File: src/rtl/amber48_pkg.sv
// Shared amber48 types and constants used by the register file and its scoreboard.
// The optional read bypass is controlled by AMBER48_RF_BYPASS_EN (see amber48_regfile_sb).
package amber48_pkg;

    localparam int AMBER48_XLEN      = 48;
    localparam int AMBER48_REG_COUNT = 16;
    localparam int AMBER48_RF_AW     = $clog2(AMBER48_REG_COUNT);
    localparam int RF_MAX_RD_PORTS   = 4;

    // Single-port read request, kept for existing users of the older regfile.
    typedef struct packed {
        logic                     re;
        logic [AMBER48_RF_AW-1:0] addr;
    } amber48_regfile_req_s;

    typedef struct packed {
        logic                     we;
        logic [AMBER48_RF_AW-1:0] addr;
        logic [AMBER48_XLEN-1:0]  data;
    } amber48_rf_write_s;

endpackage

File: src/rtl/amber48_rf_scoreboard.sv
// Busy-bit scoreboard: tracks registers claimed by long-latency producers.
// Writes clear busy, accepted claims set it; a same-cycle claim wins over the clearing write.
module amber48_rf_scoreboard
    import amber48_pkg::*;
#(
    parameter  int REG_COUNT = AMBER48_REG_COUNT,
    localparam int AW        = $clog2(REG_COUNT)
) (
    input  logic                 clk,
    input  logic                 rst,
    input  logic                 i_claim_valid,
    input  logic [AW-1:0]        i_claim_rd,
    input  logic                 i_wb_we,
    input  logic [AW-1:0]        i_wb_addr,
    input  logic                 i_ld_we,
    input  logic [AW-1:0]        i_ld_addr,
    input  logic                 i_flush,
    output logic                 o_claim_ready,
    output logic [REG_COUNT-1:0] o_busy_vec
);

    logic [REG_COUNT-1:0] r_busy;
    logic [REG_COUNT-1:0] w_clear;
    logic [REG_COUNT-1:0] w_set;
    logic [REG_COUNT-1:0] w_busy_bypass;
    logic                 w_claim_ready;

    always_comb begin
        w_clear = '0;
        if (i_wb_we) w_clear[i_wb_addr] = 1'b1;
        if (i_ld_we) w_clear[i_ld_addr] = 1'b1;
        w_clear[0] = 1'b0;
    end

    // Claim readiness sees the busy state after this cycle's writes have cleared it.
    assign w_busy_bypass = r_busy & ~w_clear;
    assign w_claim_ready = !i_flush && ((i_claim_rd == '0) || !w_busy_bypass[i_claim_rd]);

    always_comb begin
        w_set = '0;
        if (i_claim_valid && w_claim_ready && (i_claim_rd != '0)) w_set[i_claim_rd] = 1'b1;
    end

    always_ff @(posedge clk or posedge rst) begin
        if (rst) begin
            r_busy <= '0;
        end else if (i_flush) begin
            r_busy <= '0;
        end else begin
            r_busy <= w_busy_bypass | w_set;
        end
    end

    assign o_claim_ready = w_claim_ready;
    assign o_busy_vec    = r_busy;

endmodule

File: src/rtl/amber48_regfile_sb.sv
// amber48 multi-read-port register file with integrated busy scoreboard; R0 is hardwired zero.
// Define AMBER48_RF_BYPASS_EN to forward same-cycle writes to the read ports.
module amber48_regfile_sb
    import amber48_pkg::*;
#(
    parameter  int XLEN         = AMBER48_XLEN,
    parameter  int REG_COUNT    = AMBER48_REG_COUNT,
    parameter  int NUM_RD_PORTS = 2,
    localparam int AW           = $clog2(REG_COUNT)
) (
    input  logic                         clk,
    input  logic                         rst,
    input  logic [NUM_RD_PORTS*AW-1:0]   rd_addr_i,
    output logic [NUM_RD_PORTS*XLEN-1:0] rd_data_o,
    output logic [NUM_RD_PORTS-1:0]      rd_busy_o,
    input  logic                         claim_valid_i,
    input  logic [AW-1:0]                claim_rd_i,
    output logic                         claim_ready_o,
    input  logic                         wb_we_i,
    input  logic [AW-1:0]                wb_addr_i,
    input  logic [XLEN-1:0]              wb_data_i,
    input  logic                         ld_we_i,
    input  logic [AW-1:0]                ld_addr_i,
    input  logic [XLEN-1:0]              ld_data_i,
    input  logic                         flush_i,
    output logic [REG_COUNT-1:0]         busy_vec_o
);

    logic [XLEN-1:0]      r_regs [REG_COUNT];
    logic [REG_COUNT-1:0] w_busy_vec;

    amber48_rf_scoreboard #(.REG_COUNT(REG_COUNT)) u_sb (
        .clk           (clk),
        .rst           (rst),
        .i_claim_valid (claim_valid_i),
        .i_claim_rd    (claim_rd_i),
        .i_wb_we       (wb_we_i),
        .i_wb_addr     (wb_addr_i),
        .i_ld_we       (ld_we_i),
        .i_ld_addr     (ld_addr_i),
        .i_flush       (flush_i),
        .o_claim_ready (claim_ready_o),
        .o_busy_vec    (w_busy_vec)
    );

    // The load port is written last so it wins a same-address collision with writeback.
    always_ff @(posedge clk or posedge rst) begin
        if (rst) begin
            for (int i = 0; i < REG_COUNT; i++) r_regs[i] <= '0;
        end else begin
            if (wb_we_i && (wb_addr_i != '0)) r_regs[wb_addr_i] <= wb_data_i;
            if (ld_we_i && (ld_addr_i != '0)) r_regs[ld_addr_i] <= ld_data_i;
        end
    end

    for (genvar p = 0; p < NUM_RD_PORTS; p++) begin : g_rd
        logic [AW-1:0]   w_addr;
        logic [XLEN-1:0] w_data;
        logic            w_busy;

        assign w_addr = rd_addr_i[p*AW +: AW];

        always_comb begin
            w_data = r_regs[w_addr];
            w_busy = w_busy_vec[w_addr];
`ifdef AMBER48_RF_BYPASS_EN
            if (ld_we_i && (ld_addr_i == w_addr)) begin
                w_data = ld_data_i;
                w_busy = 1'b0;
            end else if (wb_we_i && (wb_addr_i == w_addr)) begin
                w_data = wb_data_i;
                w_busy = 1'b0;
            end
`endif
            if (w_addr == '0) begin
                w_data = '0;
                w_busy = 1'b0;
            end
        end

        assign rd_data_o[p*XLEN +: XLEN] = w_data;
        assign rd_busy_o[p]              = w_busy;
    end

    assign busy_vec_o = w_busy_vec;

endmodule

File: config.mk
export PLATFORM = sky130hd
export DESIGN_NAME = amber48_regfile_sb
export DESIGN_NICKNAME = d
export VERILOG_FILES = /design/src/rtl/amber48_pkg.sv /design/src/rtl/amber48_rf_scoreboard.sv /design/src/rtl/amber48_regfile_sb.sv
export SDC_FILE = /design/constraint.sdc
export NUM_CORES = 2
export LEC_CHECK = 0
export BUFFER_PORTS_ARGS = -buffer_cell sky130_fd_sc_hd__buf_2
export CORE_ASPECT_RATIO = 1.4
export CORE_MARGIN = 2
export CORE_UTILIZATION = 45
export DETAILED_ROUTE_END_ITERATION = 8
export GPL_ROUTABILITY_DRIVEN = 1
export GPL_TIMING_DRIVEN = 0
export HOLD_SLACK_MARGIN = 0.15
export SYNTH_ARGS = -nofsm -noshare
export SYNTH_HDL_FRONTEND = slang
export SYNTH_SLANG_ARGS = --single-unit
File: constraint.sdc
create_clock -name clk -period 27.9 [get_ports clk]
set_input_delay 1.395 -clock clk [delete_from_list [all_inputs] [get_ports clk]]
set_output_delay 1.395 -clock clk [all_outputs]
set_load 0.01 [all_outputs]
# Word level (Yosys, flattened, before mapping)
# Index checks and enable logic that the tools add are counted.
[totals]
in_bits = 122
out_inout_bits = 115
wordCells = 92
register_bits = 784
[classes]
mux = 34
magnitude_cmp = 14
n_reduce_logical = 19
n_bitwise = 8
[ops]
columns = ["cell", "n"]
rows = [
  ["768-bit bitwise mux", 2],
  ["768-bit 2-to-1 mux", 2],
  ["48-bit binary-select mux with 4-bit select", 2],
  ["48-bit demux with 4-bit select", 2],
  ["48-bit 2-to-1 mux", 8],
  ["16-bit 2-to-1 mux", 4],
  ["16-bit OR", 2],
  ["4-bit by 5-bit less-than comparator with 1-bit output (second input constant)", 5],
  ["5-bit greater-or-equal comparator (second input constant)", 4],
  ["4-bit NOT with 5-bit output", 4],
  ["16-bit AND", 1],
  ["16-bit NOT", 1],
  ["1-bit binary-select mux with 4-bit select", 3],
  ["1-bit demux with 4-bit select", 3],
  ["4-bit by 1-bit greater-or-equal comparator with 1-bit output (second input constant)", 3],
  ["4-bit logical NOT", 3],
  ["4-bit nonzero test", 3],
  ["1-bit logical AND", 10],
  ["5-bit by 1-bit less-than comparator with 1-bit output (second input constant)", 2],
  ["1-bit 2-to-1 mux", 8],
  ["1-bit logical NOT", 2],
  ["1-bit logical OR", 1],
]

# Logic depth before layout (Yosys ltp)
[logic_depth]
word_depth = 19
ltp_mapped = 9

# Hierarchy
# From an unflattened synthesis, not the netlist that was laid out.
[unflattened]
cells_unflattened = 5378
area_unflattened_um2 = 48231.3
[by_module_without_submodules]
columns = ["mod", "seq_area_each_um2", "cells_per_inst", "area_per_inst_um2", "n_inst"]
rows = [
  ["amber48_regfile_sb", 18042.3, 5245, 46988.8, 1],
  ["amber48_rf_scoreboard", 400.4, 133, 1242.4, 1],
]

# Worst setup path before layout
# No wires, ideal clock.
[synth_timing]
kind = "input port to output port"
from = "input port rd_addr_i[0]"
to = "output port rd_busy_o[0]"
required_ps = 26505
path_stages = 6
setup_slack_ps = 23155
arrival_time_ps = 3350
path_cell_list = "buf_2 > buf_1 > mux4_2 > mux4_2 > nor2b_1 > buf_4"
[synth_between]
elab_chain_len = 3
word_cells_on_any_way = 4
[synth_lines]
columns = ["item", "line", "source"]
rows = [
  ["start, declared", "amber48_regfile_sb.sv:13", "input logic [NUM_RD_PORTS*AW-1:0] rd_addr_i,"],
  ["1-bit binary-select mux with 4-bit select", "amber48_regfile_sb.sv:65", "w_busy = w_busy_vec[w_addr];"],
  ["1-bit 2-to-1 mux (not written as such)", "amber48_regfile_sb.sv:65", ""],
  ["1-bit 2-to-1 mux *", "amber48_regfile_sb.sv:75", "if (w_addr == '0) begin"],
  ["end, declared", "amber48_regfile_sb.sv:15", "output logic [NUM_RD_PORTS-1:0] rd_busy_o,"],
]
# Every way passes the cells marked *; elsewhere a longest branch is shown, timed or not. The select of a mux whose other input is x is not followed.

# Worst setup path in the final report
[layout_timing]
from = "input port rd_addr_i[1]"
to = "output port rd_data_o[44]"
[layout_between]
elab_chain_len = 5
word_cells_on_any_way = 6
[layout_lines]
columns = ["item", "line", "source"]
rows = [
  ["4-bit NOT with 5-bit output (not written as such)", "amber48_regfile_sb.sv:64", "w_data = r_regs[w_addr];"],
  ["48-bit binary-select mux with 4-bit select", "amber48_regfile_sb.sv:64", ""],
  ["48-bit 2-to-1 mux (not written as such) (2 in series)", "amber48_regfile_sb.sv:64", ""],
  ["48-bit 2-to-1 mux *", "amber48_regfile_sb.sv:75", ""],
  ["end, declared", "amber48_regfile_sb.sv:14", "output logic [NUM_RD_PORTS*XLEN-1:0] rd_data_o,"],
]
# Marks and branches as above.

==> results.py <==
metrics = {
    "placement": {
        "portBuffers": 221,
        "gp_congestion": 0.9905,
        "hpwlAfterDp_um": 145400,
    },
    "cts": {
        "post_cts_buffers": 0,
        "cts_resized": 0,
        "worstSkewPairLatency_ps": 720,
        "cts_buffers": 86,
        "htreeDepth": 3,
        "hold_buffers": 0,
        "cts_buffer_depth": 3,
        "clk_pin_slew_ps": 60,
        "cts_tree": "done",
        "cts.sinks": 784,
        "cts-root-buf": "clkbuf_16",
    },
    "pwr": {
        "power_density_mw_per_mm2": 71.86,
        "max-vdd-ir-drop_mv": 0.05712,
        "power.leakage_nw": 23.16,
    },
    "worst_setup_path": {
        "worst_ep_required_time_ps": 26500,
        "r2r_setup_slack_ps": 25760,
        "cp_data_arrival_time_ps": 6140,
        "rr_endpoint": "u_sb.o_busy_vec[3]",
        "reg2reg_depth": 5,
        "startpoint_type": "input port",
        "path_max_fanout": 10,
        "crit_type": "input port to primary output",
        "endpoint_kind": "primary output",
        "r2r-start": "u_sb.o_busy_vec[13]",
    },
    "floorplan": {
        "start_util_pct": 45.30,
        "die_h_um": 389.3,
        "design.core.area_mm2": 0.1053,
        "dieArea_mm2": 0.1087,
        "die_w_um": 279.2,
        "rows": 141,
        "pin_count": 237,
    },
    "sta": {
        "whs_ps": 478.5,
        "slew_violations": 44,
        "max_slew_margin_pct": -4.778,
        "max_freq_ghz": 0.1328,
        "rsz0062_at_grt": "false",
        "tns_ps": 0,
        "final_hold_viol_count": 0,
        "final-setup-viol-count": 0,
        "fin_crit_sh_pct": 26.99,
        "fin_crit_ps": 7531,
        "worstMarginPinSlew_ps": 1572,
        "skew_ps": 12.19,
    },
    "worst_hold_path": {
        "holdPathStages": 1,
        "hold_end": "r_regs[758]",
        "min_path_type": "register to register",
        "hold_path_startpoint": "r_regs[758]",
    },
    "routing": {
        "via_per_inst": 6.969,
        "vias": 41826,
        "wl_um": 218100,
        "drt_first_pass_iters": 7,
        "drc": 0,
        "drtIter0Drc": 6491,
        "wl_per_cell_um": 36.33,
        "antenna_left": 0,
    },
    "cells_and_area": {
        "area_growth_pct": 12.56,
        "drive_gt1_share_pct": 20.63,
        "finalNetCount": 4683,
    },
    "synth": {
        "synth.avg_cell_area_um2": 11.25,
        "yosysSeqAreaShare_pct": 41.12,
        "synth.cell_area_mm2": 0.04772,
        "netlist_instances": 4242,
        "async_flop_share_pct": 100.0,
        "syn-num-nets": 4364,
        "ys_types": 48,
        "synthFlopType": "dfrtp_1",
        "synth_edf_count": 0,
        "ys_warn_count": 0,
        "ys_ff_latch": 784,
    },
    "global_route": {
        "grt_start_max_net_pins": 123,
        "grt_usage_pct": 39.94,
        "grt_antenna_before_repair": 30,
        "grt.overflow.total": 0,
        "grt_pass1_wl_um": 304800,
        "first_global_vias": 40723,
    },
    "outcome": {
        "violations": "capacitance limit, slew limit",
        "status": "finished, violations left",
    },
    "flow_run": {
        "maxCapViolations": 7,
    },
}
## critical path: stages
cell	delay [ps]
clkbuf_1	460
buf_1	760
nor4_1	1420
clkbuf_1	740
clkbuf_1	830
nor2b_1	290
buf_2	230
## sequential cells by signal (all words and copies together) (netlist names)
register / count
r_regs: 768
u_sb.o_busy_vec: 16
## layout by cell type (no fill, tap or decap), drive strengths merged, types with 6 or more instances in the layout
| cell type | n |
|---|---|
| clkinv | 20 |
| nand3 | 16 |
| nor2b | 110 |
| dfrtp | 784 |
| mux4 | 493 |
| nor3 | 6 |
| mux2i | 616 |
| clkbuf | 521 |
| nor2 | 496 |
| a21oi | 444 |
| o21ai | 241 |
| nand2b | 6 |
| a31oi | 40 |
| buf | 367 |
| a32oi | 62 |
| nand2 | 337 |
| diode | 15 |
## worst max path at each step
| stage | end | slack (ps) | start | cells past startpoint |
|---|---|---|---|---|
| after floorplan | r_regs[0] | 4490 | rst | 1 |
| after global placement | r_regs[99] | -6150 | rst | 2 |
| after detailed placement | rd_data_o[94] | 20780 | rd_addr_i[5] | 7 |
| after CTS | rd_data_o[94] | 20770 | rd_addr_i[5] | 7 |
| after global routing | rd_data_o[44] | 20650 | rd_addr_i[1] | 7 |
| final | rd_data_o[44] | 20370 | rd_addr_i[1] | 7 |
## through the flow
stage	area [µm²]	setup WS, ps	utilization, %	total power [mW]	instances
5_1_grt	53690	20650	50.97	3.985	5993
3_5_place_dp	50780	20780	48.21	2.631	5831
2_1_floorplan	47720	4493	-	2.293	4242
6_report	53710	20370	50.99	3.860	6002
3_3_place_gp	50520	-6146	47.97	2.590	5821
4_1_cts	53660	20770	50.95	3.825	5987
## layout make-up
type,instances,area [µm²]
Timing Repair Buffer,231,1329
Multi-Input combinational cell,2926,26030
Antenna cell,15,37.54
Clock inverter,28,272.8
Tap cell,1358,1699
Buffer,529,2088
Sequential cell,784,19620
Inverter,3,18.77
Fill cell,9485,51610
Clock buffer,128,2614
## Yosys cell counts (all sizes together) (3+ instances only)
library cell	n	area share, %
a31o	3	0.055
buf	136	1.3
a31oi	40	0.52
nor3	6	0.063
dfrtp	784	41
xor2	3	0.055
nand2	337	2.7
and2	5	0.066
nand4	3	0.039
nor3b	5	0.079
mux4	493	23
inv	3	0.024
a32o	4	0.084
o21ai	241	2.5
clkbuf	393	3.1
nand2b	6	0.094
nor4	3	0.039
o2bb2ai	5	0.092
nor2b	110	1.4
a32oi	62	1.1
nand3	16	0.17
a21oi	444	4.7
mux2i	616	13
nor2	496	3.9
## per-layer routing
| layer | track usage, % | wire [µm] | vias to the layer above |
|---|---|---|---|
| met2 | 57.79 | 94170 | 3454 |
| met3 | 14.10 | 27930 | 1055 |
| met4 | 31.19 | 20210 | 28 |
| met1 | 48.55 | 75490 | 21041 |
| li1 | - | - | 16248 |
| met5 | 0.8997 | 278 | - |
## where the power goes
part	internal, mW	switching [mW]	total (mW)
clock network	0.692	0.524	1.22
registers	1.41	0.213	1.62
logic	0.546	0.478	1.02
total	2.64	1.22	3.86
## cells by family after synthesis
logic type             after synthesis  share of synthesized area, %
multiplexers                      1109                         36.19
AND/OR/NAND/NOR                    998                         8.724
AO/OA/AOI/OAI                      814                         9.479
flip-flops                         784                         41.12
buffers and inverters              532                         4.397
XOR/XNOR                             5                       0.09179
Note: power is estimated with default switching activity, not from simulation.
